$ cat src/rtl/sw_score_engine.sv
// Smith-Waterman local-alignment scoring core: one PE, one matrix cell per clock,
// query held in a column buffer while reference bases stream in one column at a time.
module sw_score_engine #(
   parameter int MAX_Q    = 16,
   parameter int SW       = 8,
   parameter int MATCH    = 2,
   parameter int MISMATCH = 1,
   parameter int GAP      = 1
) (
   input  logic                         clk,
   input  logic                         rst_n,
   input  logic                         start,
   input  logic [2*MAX_Q-1:0]           q_seq,
   input  logic [$clog2(MAX_Q+1)-1:0]   q_len,
   input  logic                         r_valid,
   input  logic [1:0]                   r_base,
   input  logic                         r_last,
   output logic                         r_ready,
   output logic                         busy,
   output logic                         done,
   output logic [SW-1:0]                max_score,
   output logic [$clog2(MAX_Q+1)-1:0]   max_i,
   output logic [15:0]                  max_j
);
   localparam int IW = $clog2(MAX_Q+1);
   localparam int QW = $clog2(MAX_Q);

   typedef enum logic [2:0] {IDLE, LOAD, WAIT_R, COMP, FIN} state_t;
   state_t r_state, w_next;

   logic [2*MAX_Q-1:0] r_q;
   logic [IW-1:0]      r_qlen, r_i, r_max_i;
   logic [SW-1:0]      r_col [MAX_Q];
   logic [SW-1:0]      r_diag, r_up, r_max_score;
   logic [1:0]         r_rbase;
   logic               r_lastf;
   logic [15:0]        r_j, r_max_j;

   logic [QW-1:0]      w_idx;
   logic [1:0]         w_qb;
   logic [SW-1:0]      w_col, w_dterm, w_left, w_upt, w_h1, w_h;
   logic [SW:0]        w_dsum;

   // Cell i lives at buffer index i-1; query base i-1 sits at bits [2(i-1)+1:2(i-1)].
   assign w_idx  = QW'(r_i - 1'b1);
   assign w_qb   = r_q[{w_idx, 1'b0} +: 2];
   assign w_col  = r_col[w_idx];
   assign w_dsum = {1'b0, r_diag} + (SW+1)'(MATCH);

   always_comb begin
      if (w_qb == r_rbase)
         w_dterm = w_dsum[SW] ? '1 : w_dsum[SW-1:0];
      else
         w_dterm = (r_diag >= SW'(MISMATCH)) ? r_diag - SW'(MISMATCH) : '0;
      w_left = (w_col >= SW'(GAP)) ? w_col - SW'(GAP) : '0;
      w_upt  = (r_up  >= SW'(GAP)) ? r_up  - SW'(GAP) : '0;
      w_h1   = (w_dterm > w_left) ? w_dterm : w_left;
      w_h    = (w_h1 > w_upt) ? w_h1 : w_upt;
   end

   always_ff @(posedge clk or negedge rst_n) begin
      if (!rst_n) r_state <= IDLE;
      else        r_state <= w_next;
   end

   always_comb begin
      w_next = r_state;
      case (r_state)
         IDLE:   if (start) w_next = LOAD;
         LOAD:   w_next = WAIT_R;
         WAIT_R: if (r_valid) begin
                    if (r_qlen == '0) w_next = r_last ? FIN : WAIT_R;
                    else              w_next = COMP;
                 end
         COMP:   if (r_i == r_qlen) w_next = r_lastf ? FIN : WAIT_R;
         FIN:    w_next = IDLE;
         default: w_next = IDLE;
      endcase
   end

   always_comb begin
      r_ready = (r_state == WAIT_R);
      busy    = (r_state != IDLE);
      done    = (r_state == FIN);
   end

   always_ff @(posedge clk or negedge rst_n) begin
      if (!rst_n) begin
         r_q         <= '0;
         r_qlen      <= '0;
         r_i         <= '0;
         r_j         <= '0;
         r_diag      <= '0;
         r_up        <= '0;
         r_rbase     <= '0;
         r_lastf     <= 1'b0;
         r_max_score <= '0;
         r_max_i     <= '0;
         r_max_j     <= '0;
         for (int k = 0; k < MAX_Q; k++) r_col[k] <= '0;
      end else begin
         case (r_state)
            IDLE: if (start) begin
               r_q         <= q_seq;
               r_qlen      <= q_len;
               r_j         <= '0;
               r_max_score <= '0;
               r_max_i     <= '0;
               r_max_j     <= '0;
               for (int k = 0; k < MAX_Q; k++) r_col[k] <= '0;
            end
            WAIT_R: if (r_valid) begin
               r_rbase <= r_base;
               r_lastf <= r_last;
               r_j     <= r_j + 16'd1;
               r_i     <= IW'(1);
               r_diag  <= '0;
               r_up    <= '0;
            end
            COMP: begin
               r_diag       <= w_col;
               r_col[w_idx] <= w_h;
               r_up         <= w_h;
               r_i          <= r_i + 1'b1;
               // Strict compare keeps the first cell to reach a new best.
               if (w_h > r_max_score) begin
                  r_max_score <= w_h;
                  r_max_i     <= r_i;
                  r_max_j     <= r_j;
               end
            end
            default: ;
         endcase
      end
   end

   assign max_score = r_max_score;
   assign max_i     = r_max_i;
   assign max_j     = r_max_j;
endmodule

$ cat config.mk
export PLATFORM = sky130hd
export DESIGN_NAME = sw_score_engine
export DESIGN_NICKNAME = d
export VERILOG_FILES = /design/src/rtl/sw_score_engine.sv
export SDC_FILE = /design/constraint.sdc
export NUM_CORES = 1
export LEC_CHECK = 0
export BUFFER_PORTS_ARGS = -buffer_cell sky130_fd_sc_hd__buf_2
export CORE_MARGIN = 10
export CORE_UTILIZATION = 55
export CTS_BUF_LIST = sky130_fd_sc_hd__clkbuf_2
export CTS_CLUSTER_SIZE = 30
export DETAILED_ROUTE_END_ITERATION = 8
export HOLD_SLACK_MARGIN = 0.15
export PLACE_DENSITY = 0.78
export RECOVER_POWER = 25
export REMOVE_ABC_BUFFERS = 1
export SETUP_SLACK_MARGIN = 0.05
export SLEW_MARGIN = 10
export SYNTH_ARGS = -nofsm -noshare
export SYNTH_HDL_FRONTEND = slang
export SYNTH_SLANG_ARGS = --single-unit
$ cat constraint.sdc
create_clock -name clk -period 8.59 [get_ports clk]
set_input_delay 1.718 -clock clk [delete_from_list [all_inputs] [get_ports clk]]
set_output_delay 1.718 -clock clk [all_outputs]
set_load 0.03 [all_outputs]
==> flow_summary.json <==
{
  "vias": 12000,
  "rows": 57,
  "io_pins": 76,
  "synthMuxAreaShare_pct": 9.82,
  "numCtsBuffers": 66,
  "fin_crit_sh_pct": 92.5,
  "fin_util_pct": 61.3,
  "regArea_mm2": 0.00593,
  "drt_iter0_markers": 1346,
  "endpoint_kind": "flop",
  "routed_wl_um": 39000,
  "maxSlewViolCount": 169,
  "start_util_pct": 56.0,
  "drv_cap": 2,
  "synth_warnings": 0,
  "timing.fmax_ghz": 0.126,
  "synth-compound-area-share_pct": 16.2,
  "cts.clk_slew.worst_paths_ns": 0.11,
  "core_area_mm2": 0.0244,
  "grt.overflow.total": 0,
  "finClkSkew_ns": 0.115,
  "synth-xor-area-share_pct": 1.85,
  "async_reset_ff_share_pct": 100,
  "violations": "max-capacitance violations, max-slew violations",
  "die_h_um": 178,
  "die_w_um": 178,
  "ys_ff_latch": 237,
  "multi_input_area_mm2": 0.00716,
  "outcome": "finished with violations",
  "mappedNetlistArea_mm2": 0.0137,
  "ant_nets": 0,
  "grt_pass1_wl_um": 63200,
  "place_congestion": 0.920,
  "max_stage_delay_ns": 0.41,
  "syn_to_final_growth_pct": 9.44,
  "synth_edf_count": 0,
  "synthTopCellsByCount": "nand2_1 (242), dfrtp_1 (237), nand3_1 (123)",
  "cts_tree": "done",
  "hold_buffers": 0,
  "critPathSlowestCell": "ha_4",
  "crit_top_cell": "ha_1",
  "min_path_cells": 2,
  "finalNetCount": 1606,
  "worst_pin_slew_ns": 5.76,
  "final_cell_count_no_fill": 1883,
  "dr.pass1.iters": 6,
  "dp_cells": 1770,
  "arrival_ns": 8.65,
  "synth_most_common_cell": "nand2_1",
  "worst-path-max-fanout": 29,
  "grt_pass1_vias": 12200,
  "hold_path.class": "flop to flop",
  "rsz0062_at_grt": "no",
  "nFillCells": 2113,
  "cts_root_buf": "clkbuf_2",
  "ys.flop_type": "dfrtp_1",
  "synth_seq_area_share_pct": 43.4,
  "drc": 0,
  "cts_max_path_buffers": 3,
  "synth_top_area_share_pct": 43.4,
  "antenna_found_initial": 0,
  "synth_area_leader_cell": "dfrtp_1",
  "cts.sinks": 237,
  "startpoint_type": "flop",
  "track_usage_pct": 24.6,
  "synth_cell_types": 72,
  "syn_avg_cell_area_um2": 9.46,
  "via_per_inst": 6.39,
  "io_buffer_count": 75,
  "h-tree-depth": 3,
  "die_area_mm2": 0.0315,
  "synth_area_leaders": "dfrtp_1 (43%), nand2_1 (6.7%), mux4_2 (6.1%), nand3_1 (4.5%), ha_1 (3.7%)",
  "antenna_cells": 0,
  "worstPathRequired_ns": 9.30,
  "path_class": "flop to flop",
  "min_period_ns": 7.95,
  "dp_hpwl_um": 25100,
  "synth_top_family_by_area": "simple AND/OR/NAND/NOR gates",
  "syn_inst": 1444,
  "rr_worst_depth": 37,
  "yosys.area_share.simple_pct": 20.2,
  "hold_violations": 0,
  "clk_latency_ns": 0.87,
  "slew_headroom_pct": -284,
  "wire_per_inst_um": 20.7,
  "setup_viol": 0,
  "synthAdderAreaFrac_pct": 3.66,
  "grt_start_max_net_pins": 105,
  "drive_gt1_share_pct": 20.8
}
path summary, 6_finish.rpt:
path | startpoint | to | slack, ns
max reg2reg | r_i[0] | max_score[2] | 0.64
max | r_i[0] | max_score[2] | 0.64
max in group asynchronous | rst_n | r_i[0] | 1.98
min in group asynchronous | rst_n | r_col[87] | 2.95
min | r_q[20] | r_q[20] | 0.48
min reg2reg | r_q[20] | r_q[20] | 0.48
metrics by stage:
stage | cell area, um^2 | worst slack, ns | setup TNS [ns] | hold WS, ns
final | 14900 | 0.645 | 0 | 0.480
after global routing | 14900 | 0.0629 | 0 | 0.510
after detailed placement | 14300 | 0.189 | 0 | 0.459
after floorplan | 13100 | -5.83 | -503.45 | 0.437
after CTS | 14900 | 0.0564 | 0 | 0.481
after global placement | 14300 | 0.341 | 0 | 0.452
worst max-delay path: cells and delay by family, from the launching register on:
family	cells	cell delay [ns]
compound gates	13	2.37
fa+ha+maj	5	1.45
simple gates	11	1.73
flops	1	0.40
buf+inv	5	0.91
mux	3	0.92
flip-flops by register name, summed over array words and instances (netlist names), 3 cells and up:
signal,count
max_j,16
max_i,5
r_up,8
r_i,5
r_q,32
r_col,128
r_state,3
max_score,8
r_j,16
r_qlen,5
r_diag,8
cells by family after synthesis:
logic type	count (synthesis)
XOR/XNOR	28
multiplexers	84
AND/OR/NAND/NOR	580
adder cells (fa/ha/maj)	40
flip-flops	237
AO/OA/AOI/OAI	334
buffers and inverters	141
cell type report:
type / count / share of cell area, %
flip-flops and latches: 237 / 39.7
clock inverters: 16 / 0.695
multi-input cells: 1066 / 47.9
inverters: 29 / 0.728
clock buffers: 89 / 2.98
repair buffers: 122 / 5.30
well taps: 324 / 2.71
what timing repair did:
action	4_1_cts	5_1_grt
gates resized for setup	0	8
buffers inserted	0	8
endpoints found under the setup margin	0	29
cells in the final DEF, fill, tap and decap left out, drive strengths merged, types with 51 or more instances in the layout:
cell / Yosys / routed
and3: 51 / 51
nor2: 67 / 67
a31oi: 78 / 78
clkbuf: 74 / 91
nand3: 125 / 125
dfrtp: 237 / 237
o21ai: 83 / 83
a21oi: 78 / 78
nand2: 242 / 242
buf: 38 / 120
layer usage:
layer | global-route usage, % | vias to the layer above | share of wire, %
li1 | - | 5439 | -
met1 | 32.3 | 5806 | 41
met2 | 37.7 | 659 | 45
met3 | 5.84 | 135 | 9.6
met4 | 12.0 | 0 | 4.0
met5 | 0 | - | 0
Power is left out: the tool's default activity adds up to more than one toggle a clock period on the data nets, which glitch-free logic cannot reach.
